### config.mk
export PLATFORM = sky130hd
export DESIGN_NAME = mmcm_drp_ctrl_flat
export DESIGN_NICKNAME = d
export VERILOG_FILES = /design/src/rtl/mmcm_drp_pkg.sv /design/src/rtl/mmcm_drp_ctrl_if.sv /design/src/rtl/mmcm_div_calc.sv /design/src/rtl/mmcm_drp_ctrl.sv /design/src/flat_wrapper.sv
export SDC_FILE = /design/constraint.sdc
export NUM_CORES = 1
export LEC_CHECK = 0
export ABC_AREA = 1
export BUFFER_PORTS_ARGS = -buffer_cell sky130_fd_sc_hd__clkbuf_2
export CAP_MARGIN = 30
export CORE_ASPECT_RATIO = 0.6
export CORE_MARGIN = 2
export CORE_UTILIZATION = 55
export CTS_CLUSTER_DIAMETER = 40
export CTS_CLUSTER_SIZE = 40
export DETAILED_ROUTE_END_ITERATION = 8
export MAX_ROUTING_LAYER = met4
export PLACE_DENSITY_LB_ADDON = 0.08
export SLEW_MARGIN = 20
export SYNTH_ARGS = -nofsm -noshare
export SYNTH_HDL_FRONTEND = slang
export SYNTH_HIERARCHICAL = 1
export SYNTH_SLANG_ARGS = --single-unit
### constraint.sdc
create_clock -name clk_in1 -period 3.7 [get_ports clk_in1]
set_input_delay 0.185 -clock clk_in1 [delete_from_list [all_inputs] [get_ports clk_in1]]
set_output_delay 0.185 -clock clk_in1 [all_outputs]
set_load 0.01 [all_outputs]
### src/rtl/mmcm_drp_pkg.sv
// Shared types and constants for the MMCM DRP divide-change controller.
// The readback states exist only when MMCM_DRP_READBACK_EN is defined.
package mmcm_drp_pkg;

  localparam int unsigned DIV_W   = 8;
  localparam int unsigned DRP_AW  = 7;
  localparam int unsigned DRP_DW  = 16;
  localparam int unsigned FIELD_W = 6;

  localparam logic [DRP_AW-1:0] CLKREG1_ADDR = 7'h08;
  localparam logic [DRP_AW-1:0] CLKREG2_ADDR = 7'h09;
  localparam logic [DRP_DW-1:0] CLKREG1_KEEP = 16'hF000;
  localparam logic [DRP_DW-1:0] CLKREG2_KEEP = 16'hFF00;

  localparam logic [DIV_W-1:0] DIV_MIN = 8'd2;
  localparam logic [DIV_W-1:0] DIV_MAX = 8'd126;

  typedef enum logic [4:0] {
    IDLE,
    RST_ASSERT,
    RD1,
    WAIT_RD1,
    WR1,
    WAIT_WR1,
    RD2,
    WAIT_RD2,
    WR2,
    WAIT_WR2,
    RST_RELEASE,
    WAIT_LOCK,
    DONE
`ifdef MMCM_DRP_READBACK_EN
    ,
    RB1,
    WAIT_RB1,
    RB2,
    WAIT_RB2
`endif
  } state_e;

  typedef struct packed {
    logic [FIELD_W-1:0] high;
    logic [FIELD_W-1:0] low;
    logic               edge_bit;
  } div_fields_t;

  // ClkReg1: keep [15:12], HIGH_TIME in [11:6], LOW_TIME in [5:0]
  function automatic logic [DRP_DW-1:0] clkreg1_word(input logic [DRP_DW-1:0] rd,
                                                     input div_fields_t f);
    return (rd & CLKREG1_KEEP) | {4'h0, f.high, f.low};
  endfunction

  // ClkReg2: keep [15:8], EDGE in [7], NO_COUNT (always 0) in [6]
  function automatic logic [DRP_DW-1:0] clkreg2_word(input logic [DRP_DW-1:0] rd,
                                                     input div_fields_t f);
    return (rd & CLKREG2_KEEP) | {8'h00, f.edge_bit, 1'b0, 6'h00};
  endfunction

endpackage

### src/rtl/mmcm_drp_ctrl_if.sv
// MMCM dynamic reconfiguration port bundle; master = controller, slave = MMCM.
interface mmcm_drp_ctrl_if;
  import mmcm_drp_pkg::*;

  logic [DRP_AW-1:0] drp_daddr;
  logic              drp_den;
  logic              drp_dwe;
  logic [DRP_DW-1:0] drp_di;
  logic [DRP_DW-1:0] drp_do;
  logic              drp_drdy;

  modport master (
    output drp_daddr, drp_den, drp_dwe, drp_di,
    input  drp_do, drp_drdy
  );

  modport slave (
    input  drp_daddr, drp_den, drp_dwe, drp_di,
    output drp_do, drp_drdy
  );

endinterface

### src/rtl/mmcm_div_calc.sv
// Splits an integer divide into MMCM high/low/edge counter fields and range-checks it.
module mmcm_div_calc
  import mmcm_drp_pkg::*;
(
  input  logic [DIV_W-1:0]   req_div,
  output logic [FIELD_W-1:0] high_c,
  output logic [FIELD_W-1:0] low_c,
  output logic               edge_c,
  output logic               valid_c
);

  logic [DIV_W-1:0] half;

  // Fields are only meaningful when valid_c; truncation for out-of-range values is harmless
  always_comb begin
    half    = req_div >> 1;
    high_c  = FIELD_W'(half);
    low_c   = FIELD_W'(req_div - half);
    edge_c  = req_div[0];
    valid_c = (req_div >= DIV_MIN) && (req_div <= DIV_MAX);
  end

endmodule

### src/rtl/mmcm_drp_ctrl.sv
// Reprograms MMCM CLKOUT0 divide via DRP read-modify-write under MMCM reset, then waits for lock.
// Define MMCM_DRP_READBACK_EN to verify each DRP write with a readback of the same register.
module mmcm_drp_ctrl
  import mmcm_drp_pkg::*;
#(
  parameter int unsigned LOCK_TIMEOUT = 65535,
  parameter int unsigned DEFAULT_DIV  = 25
) (
  input  logic              clk_in1,
  input  logic              reset,
  input  logic              req_valid,
  output logic              req_ready,
  input  logic [DIV_W-1:0]  req_div,
  output logic              busy,
  output logic              done,
  output logic              err,
  output logic [DIV_W-1:0]  cur_div,
  output logic              mmcm_rst,
  input  logic              mmcm_locked,
  mmcm_drp_ctrl_if.master   drp
);

  localparam int unsigned LOCK_CNT_W = (LOCK_TIMEOUT > 1) ? $clog2(LOCK_TIMEOUT) : 1;
  localparam logic [LOCK_CNT_W-1:0] LOCK_LAST = LOCK_CNT_W'(LOCK_TIMEOUT - 1);

  state_e              state_q, state_d;
  div_fields_t         calc_fields, fields_q;
  logic                div_ok, accept;
  logic [DIV_W-1:0]    div_q;
  logic [LOCK_CNT_W-1:0] lock_cnt;
  logic                err_pend, err_pend_d, err_set;
  logic                ready_d, busy_d, done_d, err_d, mmcm_rst_d;
  logic                den_d, dwe_d, den_q, dwe_q;
  logic [DRP_AW-1:0]   daddr_d, daddr_q;
  logic [DRP_DW-1:0]   di_d, di_q;
`ifdef MMCM_DRP_READBACK_EN
  logic [DRP_DW-1:0]   wr_q;
`endif

  mmcm_div_calc u_div_calc (
    .req_div (req_div),
    .high_c  (calc_fields.high),
    .low_c   (calc_fields.low),
    .edge_c  (calc_fields.edge_bit),
    .valid_c (div_ok)
  );

  assign accept = (state_q == IDLE) && req_valid && req_ready;
  assign drp.drp_den   = den_q;
  assign drp.drp_dwe   = dwe_q;
  assign drp.drp_daddr = daddr_q;
  assign drp.drp_di    = di_q;

  always_ff @(posedge clk_in1) begin
    if (reset) state_q <= IDLE;
    else       state_q <= state_d;
  end

  always_comb begin
    state_d = state_q;
    case (state_q)
      IDLE:        if (accept) state_d = div_ok ? RST_ASSERT : DONE;
      RST_ASSERT:  state_d = RD1;
      RD1:         state_d = WAIT_RD1;
      WAIT_RD1:    if (drp.drp_drdy) state_d = WR1;
      WR1:         state_d = WAIT_WR1;
`ifdef MMCM_DRP_READBACK_EN
      WAIT_WR1:    if (drp.drp_drdy) state_d = RB1;
      RB1:         state_d = WAIT_RB1;
      WAIT_RB1:    if (drp.drp_drdy) state_d = RD2;
      WAIT_WR2:    if (drp.drp_drdy) state_d = RB2;
      RB2:         state_d = WAIT_RB2;
      WAIT_RB2:    if (drp.drp_drdy) state_d = RST_RELEASE;
`else
      WAIT_WR1:    if (drp.drp_drdy) state_d = RD2;
      WAIT_WR2:    if (drp.drp_drdy) state_d = RST_RELEASE;
`endif
      RD2:         state_d = WAIT_RD2;
      WAIT_RD2:    if (drp.drp_drdy) state_d = WR2;
      WR2:         state_d = WAIT_WR2;
      RST_RELEASE: state_d = WAIT_LOCK;
      WAIT_LOCK:   if (mmcm_locked || (lock_cnt >= LOCK_LAST)) state_d = DONE;
      DONE:        state_d = IDLE;
      default:     state_d = IDLE;
    endcase
  end

  // Next values for the registered outputs; write data merges the read data arriving with drdy
  always_comb begin
    ready_d    = (state_d == IDLE);
    busy_d     = (state_d != IDLE);
    done_d     = (state_d == DONE);
    mmcm_rst_d = !(state_d inside {IDLE, RST_RELEASE, WAIT_LOCK, DONE});
    den_d      = 1'b0;
    dwe_d      = 1'b0;
    daddr_d    = '0;
    di_d       = '0;
    case (state_d)
      RD1: begin den_d = 1'b1; daddr_d = CLKREG1_ADDR; end
      RD2: begin den_d = 1'b1; daddr_d = CLKREG2_ADDR; end
`ifdef MMCM_DRP_READBACK_EN
      RB1: begin den_d = 1'b1; daddr_d = CLKREG1_ADDR; end
      RB2: begin den_d = 1'b1; daddr_d = CLKREG2_ADDR; end
`endif
      WR1: begin
        den_d = 1'b1; dwe_d = 1'b1; daddr_d = CLKREG1_ADDR;
        di_d  = clkreg1_word(drp.drp_do, fields_q);
      end
      WR2: begin
        den_d = 1'b1; dwe_d = 1'b1; daddr_d = CLKREG2_ADDR;
        di_d  = clkreg2_word(drp.drp_do, fields_q);
      end
      default: ;
    endcase

    err_set = 1'b0;
    case (state_q)
      IDLE:      err_set = accept && !div_ok;
      WAIT_LOCK: err_set = !mmcm_locked && (lock_cnt >= LOCK_LAST);
`ifdef MMCM_DRP_READBACK_EN
      WAIT_RB1,
      WAIT_RB2:  err_set = drp.drp_drdy && (drp.drp_do != wr_q);
`endif
      default:   err_set = 1'b0;
    endcase
    err_pend_d = (state_q == IDLE) ? err_set : (err_pend | err_set);
    err_d      = done_d && err_pend_d;
  end

  always_ff @(posedge clk_in1) begin
    if (reset) begin
      req_ready <= 1'b0;
      busy      <= 1'b0;
      done      <= 1'b0;
      err       <= 1'b0;
      mmcm_rst  <= 1'b1;
      cur_div   <= DIV_W'(DEFAULT_DIV);
      den_q     <= 1'b0;
      dwe_q     <= 1'b0;
      daddr_q   <= '0;
      di_q      <= '0;
      err_pend  <= 1'b0;
      lock_cnt  <= '0;
      div_q     <= '0;
      fields_q  <= '0;
`ifdef MMCM_DRP_READBACK_EN
      wr_q      <= '0;
`endif
    end else begin
      req_ready <= ready_d;
      busy      <= busy_d;
      done      <= done_d;
      err       <= err_d;
      mmcm_rst  <= mmcm_rst_d;
      den_q     <= den_d;
      dwe_q     <= dwe_d;
      daddr_q   <= daddr_d;
      di_q      <= di_d;
      err_pend  <= err_pend_d;
      if (accept) begin
        div_q    <= req_div;
        fields_q <= calc_fields;
      end
      // Counts cycles since MMCM reset release
      if (state_d == RST_RELEASE) lock_cnt <= '0;
      else if (state_q inside {RST_RELEASE, WAIT_LOCK}) lock_cnt <= lock_cnt + LOCK_CNT_W'(1);
      if ((state_q == WAIT_LOCK) && (state_d == DONE)) cur_div <= div_q;
`ifdef MMCM_DRP_READBACK_EN
      if (dwe_d) wr_q <= di_d;
`endif
    end
  end

endmodule

### src/flat_wrapper.sv
// flat-port wrapper written by rule: the top's interface ports become plain ports
module mmcm_drp_ctrl_flat import mmcm_drp_pkg::*;
#(
  parameter int unsigned LOCK_TIMEOUT = 65535,
  parameter int unsigned DEFAULT_DIV  = 25
)
  (clk_in1, reset, req_valid, req_ready, req_div, busy, done, err, cur_div, mmcm_rst, mmcm_locked, drp_drp_daddr, drp_drp_den, drp_drp_dwe, drp_drp_di, drp_drp_do, drp_drp_drdy);
  mmcm_drp_ctrl_if drp_i ();
  input  logic clk_in1;
  input  logic reset;
  input  logic req_valid;
  output logic req_ready;
  input  logic [DIV_W-1:0] req_div;
  output logic busy;
  output logic done;
  output logic err;
  output logic [DIV_W-1:0] cur_div;
  output logic mmcm_rst;
  input  logic mmcm_locked;
  output wire logic [$bits(drp_i.drp_daddr)-1:0] drp_drp_daddr;
  output wire logic [$bits(drp_i.drp_den)-1:0] drp_drp_den;
  output wire logic [$bits(drp_i.drp_dwe)-1:0] drp_drp_dwe;
  output wire logic [$bits(drp_i.drp_di)-1:0] drp_drp_di;
  input wire logic [$bits(drp_i.drp_do)-1:0] drp_drp_do;
  input wire logic [$bits(drp_i.drp_drdy)-1:0] drp_drp_drdy;
  assign drp_drp_daddr = drp_i.drp_daddr;
  assign drp_drp_den = drp_i.drp_den;
  assign drp_drp_dwe = drp_i.drp_dwe;
  assign drp_drp_di = drp_i.drp_di;
  assign drp_i.drp_do = drp_drp_do;
  assign drp_i.drp_drdy = drp_drp_drdy;
  mmcm_drp_ctrl #(.LOCK_TIMEOUT(LOCK_TIMEOUT), .DEFAULT_DIV(DEFAULT_DIV)) u_core (.clk_in1(clk_in1), .reset(reset), .req_valid(req_valid), .req_ready(req_ready), .req_div(req_div), .busy(busy), .done(done), .err(err), .cur_div(cur_div), .mmcm_rst(mmcm_rst), .mmcm_locked(mmcm_locked), .drp(drp_i));
endmodule
==> impl_metrics.toml, run 1 <==
[drt]
routed_wl_mm = 8.53
routedWlPerCell_um = 13.2
vias = 3358
dr.pass1.iters = 5
drc = 0
vias_per_cell = 5.18
ant_nets = 0
initialDrtViolationCount = 268

[sta]
period_minus_slack_ps = 2010
max_freq_ghz = 0.497
hold_viol = 0
drv_slew = 0
rsz0062_at_grt = "false"
fin_skew_ps = 4.21
finalSetupViolCount = 0
fin_tns_setup_ps = 0
tightest_slew_ps = 570
slew_headroom_pct = 61.9
finalCritPeriodShare_pct = 54.4

[grt]
grt_pass1_wl_mm = 14.2
grt_pass1_vias = 3000
grt_remaining_overflow = 0
antenna_found_initial = 0
grt_max_degree = 40
track_usage_pct = 26.1

[floorplan]
initial_utilization_pct = 56.4
dieArea_um2 = 7490
placementRows = 23
die-height_um = 67.8
ios = 67
die_x_um = 110
core_um2 = 6620

[clock_network]
cts_tree = "done"
cts_buffers = 9
postCtsSetupRepairBufs = 0
ctsHoldBuffers = 0
clkTransAtPathRegs_ps = 60
cts_sinks = 76
cts_root_buf = "clkbuf_16"
cts_resized = 0
htree_levels = 3
insertion_delay_ps = 340
clockBufferDepth = 2

[power]
internal_power_mw = 1.48
max-vdd-ir-drop_mv = 0.327
p_seq_share_pct = 43.9
p_clk_share_pct = 48.5
power_leakage_nw = 2.13
comb_power_share_pct = 7.5
sw_frac_of_total_pct = 23.6
power-per-cell-area_nw_per_um2 = 448
p_switching_mw = 0.457

[hold_path]
hp-start = "drp_drp_do[15]"
holdPathEnd = "u_core/drp.drp_di[15]$_SDFF_PP0_"
hold_class = "input pin to flip-flop"
worstHoldPathCells = 3

[yosys]
seq_area_frac_synth_pct = 40.7
syn_inst = 510
synthDistinctLibCells = 37
synth_warnings = 6
synthesis.area_um2 = 3730
syn-mean-instance-area_um2 = 7.32
ys_seq_elements = 76

[worst_setup_path]
cp_max_fo = 23
path_class = "flip-flop to flip-flop"
arrival_ps = 2290
reg2reg_slack_ps = 1690
reg2reg_to = "u_core/mmcm_rst$_SDFF_PP1_"
r2r-start = "u_core/state_q[2]$_SDFF_PP0_"
cp-start-kind = "flip-flop"
cp-end-kind = "flip-flop"
required_ps = 3980
rr_worst_depth = 12

[placement]
dp_hpwl_mm = 6.08
gp_congestion = 0.961
postPlaceCellArea_um2 = 4000
port_buffers = 53

[flow_run]
drv_cap = 0

[layout]
antennaDiodeCount = 0
drive_gt1_share_pct = 17.8
final_cell_area_um2 = 4330
nets = 602
syn_to_final_growth_pct = 15.8

[status]
status = "complete, no violations"
worst max-delay path by stage:
stage,cells past startpoint,startpoint,slack [ps],to
finish,12,u_core/state_q[2]$_SDFF_PP0_,1690,u_core/mmcm_rst$_SDFF_PP1_
global route,10,u_core/state_q[2]$_SDFF_PP0_,1460,u_core/done$_SDFF_PP0_
CTS,12,u_core/state_q[2]$_SDFF_PP0_,1700,u_core/mmcm_rst$_SDFF_PP1_
detailed placement,10,u_core/state_q[2]$_SDFF_PP0_,1720,u_core/done$_SDFF_PP0_
global placement,11,u_core/state_q[2]$_SDFF_PP0_,1740,u_core/mmcm_rst$_SDFF_PP1_
floorplan,11,u_core/lock_cnt[0]$_SDFFE_PP0P_,2160,u_core/busy$_SDFF_PP0_
sequential cells by signal (all words and copies together), names as in the netlist:
signal	count
u_core/done	1
u_core/cur_div	8
u_core/busy	1
u_core/div_q	8
u_core/drp.drp_den	1
u_core/mmcm_rst	1
u_core/drp.drp_dwe	1
u_core/drp.drp_daddr	2
u_core/err_pend	1
u_core/err	1
u_core/state_q	5
u_core/fields_q	13
u_core/lock_cnt	16
u_core/req_ready	1
u_core/drp.drp_di	16
synth_stat cells, drive strengths merged:
library cell / instances / area share, %
nand3b: 4 / 0.80
buf: 14 / 2.7
a31oi: 1 / 0.17
a21oi: 21 / 2.9
nor2: 116 / 13
or2: 2 / 0.34
nor3: 10 / 1.9
nand4: 7 / 1.2
nand3: 32 / 4.4
ha: 16 / 5.4
xor2: 8 / 1.9
dfxtp: 76 / 41
fa: 1 / 0.54
o21ai: 33 / 4.4
nor3b: 1 / 0.20
o31ai: 2 / 0.40
conb: 1 / 0.10
nand2: 99 / 11
clkbuf: 11 / 1.1
xnor2: 4 / 0.94
inv: 49 / 5.1
o21a: 1 / 0.20
nor4: 1 / 0.17
layout by cell type, fill, tap and decap left out, drive strengths merged, types with 2 or more instances in the layout:
cell and instances:
clkinvlp 3, dfxtp 76, nand3 32, ha 16
o21ai 33, bufinv 2, xnor2 4, nor3 10
nand2 99, inv 50, nor2 116, a21oi 21
or2 2, clkbuf 62, nand4 7, nand3b 4
buf 2, o31ai 2, conb 6, xor2 8
power by group through the flow:
stage                     clock network [mW]  logic, mW  registers, mW
after global routing                    1.00      0.167          0.853
final                                  0.940      0.146          0.851
after global placement                     0      0.140          0.869
after CTS                              0.961      0.144          0.851
after floorplan                            0      0.106          0.868
after detailed placement                   0      0.142          0.869
metal layers:
metal | vias to the layer above | share of wire (%) | track usage [%]
met5 | - | 0 | -
met4 | 0 | 1.4 | 9.84
met3 | 12 | 7.6 | 7.71
met2 | 111 | 43 | 38.3
met1 | 1544 | 48 | 34.2
li1 | 1691 | - | -
critical path: stages, from the launching register on:
cell	delay, ps
dfxtp_1	350
nor2_4	270
nand3_2	140
nor2_2	100
buf_4	250
inv_2	220
nor2_2	140
inv_2	70
nand2_2	120
inv_1	50
nor2_1	100
nand2_1	60
nand3_1	70
through the flow:
step | power (mW) | hold slack [ps] | util [%] | std cells | setup WS (ps)
floorplan | 0.974 | 297 | - | 515 | 2160
CTS | 1.96 | 28.3 | 65.4 | 648 | 1700
global route | 2.02 | 45.0 | 65.4 | 648 | 1460
global placement | 1.01 | 384 | 60.5 | 632 | 1740
detailed placement | 1.01 | 387 | 60.5 | 632 | 1720
finish | 1.94 | 37.4 | 65.4 | 648 | 1690
final cells by class:
class	count	area, µm²
fillers	570	2290
multi-input cells	365	1900
flip-flops and latches	76	1520
repair buffers	55	280
clock buffers	9	225
inverters	49	189
well taps	87	109
clock inverters	7	100
cell families (layout without fill, tap and decap cells):
| kind of cell | count (synthesis) | after routing | share of synthesized area [%] |
|---|---|---|---|
| AND/OR/NAND/NOR | 272 | 272 | 33.5 |
| flip-flops | 76 | 76 | 40.7 |
| buffers and inverters | 74 | 120 | 8.84 |
| AO/OA/AOI/OAI | 58 | 58 | 8.11 |
| adder cells (fa/ha/maj) | 17 | 17 | 5.90 |
| XOR/XNOR | 12 | 12 | 2.81 |
| other | 1 | 6 | 0.100 |
(Power assumes the default switching activity.)
==> run 2, diff against run 1 <==
- clock period: 3.7 -> 2.1 ns (I/O delays scaled with it)
==> run 2 against run 1 <==
Compared with the run above: non-clock buffer count rose by 7; core utilization rose by 0.85 points; maximum frequency rose by 9.1%; sequential power rose by 76%; clock skew barely moved; wire length rose by 1.8%; power rose by 76%; critical path depth fell by 2; sequential share of layout area fell by 0.45 points; clock-buffer cell count rose by 3.
==> impl_metrics.toml, run 2 (synthesis results as in run 1) <==
[status]
status = "complete, no violations"

[floorplan]
initial_utilization_pct = 56.4
core_um2 = 6620
dieArea_um2 = 7490
ios = 67
die-height_um = 67.8
die_x_um = 110
placementRows = 23

[drt]
routedWlPerCell_um = 13.3
initialDrtViolationCount = 290
dr.pass1.iters = 5
vias_per_cell = 4.96
ant_nets = 0
routed_wl_mm = 8.69
drc = 0
vias = 3247

[worst_setup_path]
cp-startpoint = "u_core/lock_cnt[0]$_SDFFE_PP0P_"
cp-start-kind = "flip-flop"
r2r-start = "u_core/lock_cnt[0]$_SDFFE_PP0P_"
crit_end = "u_core/cur_div[0]$_SDFFE_PP1P_"
rr_worst_depth = 10
reg2reg_slack_ps = 260
reg2reg_to = "u_core/cur_div[0]$_SDFFE_PP1P_"
cp-end-kind = "flip-flop"
arrival_ps = 2050
path_class = "flip-flop to flip-flop"
cp_max_fo = 12
required_ps = 2310

[sta]
finalSetupViolCount = 0
period_minus_slack_ps = 1840
rsz0062_at_grt = "false"
fin_tns_setup_ps = 0
tightest_slew_ps = 615
drv_slew = 0
finalCritPeriodShare_pct = 87.8
fin_skew_ps = 4.39
hold_viol = 0
max_freq_ghz = 0.542
slew_headroom_pct = 58.9
fin_ws_ps = 256
whs_ps = 16.4

[grt]
track_usage_pct = 25.8
grtUsageMet1_pct = 34.2
grt_use_met3_pct = 7.52
antenna_found_initial = 0
grt_pass1_wl_mm = 14.3
grt_max_degree = 39
grt_remaining_overflow = 0
grt_pass1_vias = 3084
met2_usage_pct = 38.7
busiest_layer = "met2"

[power]
p_switching_mw = 0.773
sw_frac_of_total_pct = 22.6
power-per-cell-area_nw_per_um2 = 779
p_clk_share_pct = 48.3
max-vdd-ir-drop_mv = 0.556
p_seq_share_pct = 43.9
internal_power_mw = 2.64
power_leakage_nw = 2.17
comb_power_share_pct = 7.8

[layout]
final_cell_area_um2 = 4380
instances_no_fill = 655
syn_to_final_growth_pct = 17.4
layout_common_cells = "105 x nor2_1, 92 x nand2_1, 76 x dfxtp_1"
layout_commonest_cell = "nor2_1"
drive_gt1_share_pct = 17.8
nets = 609
antennaDiodeCount = 0

[flow_run]
drv_cap = 0

[placement]
gp_congestion = 0.939
dp.cells = 635
dp_hpwl_mm = 6.09
postPlaceCellArea_um2 = 4020
place_ws_ps = 277
port_buffers = 53

[hold_path]
hold_class = "input pin to flip-flop"

[clock_network]
clkTransAtPathRegs_ps = 60
postCtsSetupRepairBufs = 0
cts_resized = 0
insertion_delay_ps = 340
cts_tree = "done"
htree_levels = 3
cts_root_buf = "clkbuf_16"
clockBufferDepth = 2
cts_sinks = 76
cts_buffers = 9
run 2: final cells by class:
class,count,area [µm²]
flip-flops and latches,76,1520
inverters,49,189
well taps,87,109
clock buffers,12,246
fillers,599,2240
clock inverters,4,72.6
repair buffers,62,343
multi-input cells,365,1900
run 2: worst min path at each step:
stage | slack (ps) | endpoint | startpoint | cells past startpoint
global route | 10 | u_core/drp.drp_di[9]$_SDFF_PP0_ | drp_drp_do[9] | 3
floorplan | 220 | u_core/drp.drp_di[12]$_SDFF_PP0_ | drp_drp_do[12] | 2
detailed placement | 310 | u_core/drp.drp_di[14]$_SDFF_PP0_ | drp_drp_do[14] | 3
finish | 20 | u_core/div_q[7]$_SDFFE_PP0N_ | req_div[7] | 3
CTS | 9 | u_core/div_q[7]$_SDFFE_PP0N_ | req_div[7] | 3
global placement | 310 | u_core/drp.drp_di[14]$_SDFF_PP0_ | drp_drp_do[14] | 3
run 2: worst max-delay path, cell delays in order (launching register included):
cell	delay (ps)
dfxtp_1	370
inv_1	90
ha_1	190
nor2_1	100
nor2_1	70
nand2_1	50
o21ai_0	70
nand2_1	330
inv_1	260
nand2_1	120
nand3_1	70
run 2: what timing repair did:
action                                 in CTS  in global routing
hold buffers                                4                  0
endpoints found under the hold margin       4                  0
setup endpoints to repair                   0                  0
run 2: layer usage:
layer / wire [µm] / share of wire (%)
met1: 4250 / 49
met2: 3840 / 44
met3: 507 / 5.8
met4: 91 / 1.0
met5: 0 / 0
run 2: through the flow:
stage	util, %	power [mW]
after floorplan	-	1.72
after global placement	60.8	1.78
after detailed placement	60.8	1.78
after CTS	66.2	3.43
after global routing	66.2	3.54
final	66.2	3.41
run 2: power by group through the flow:
stage | Clock [mW] | Combinational (mW) | Sequential, mW
after global placement | 0 | 0.248 | 1.53
after CTS | 1.67 | 0.265 | 1.50
after floorplan | 0 | 0.187 | 1.53
final | 1.65 | 0.266 | 1.50
after global routing | 1.73 | 0.300 | 1.50
after detailed placement | 0 | 0.251 | 1.53
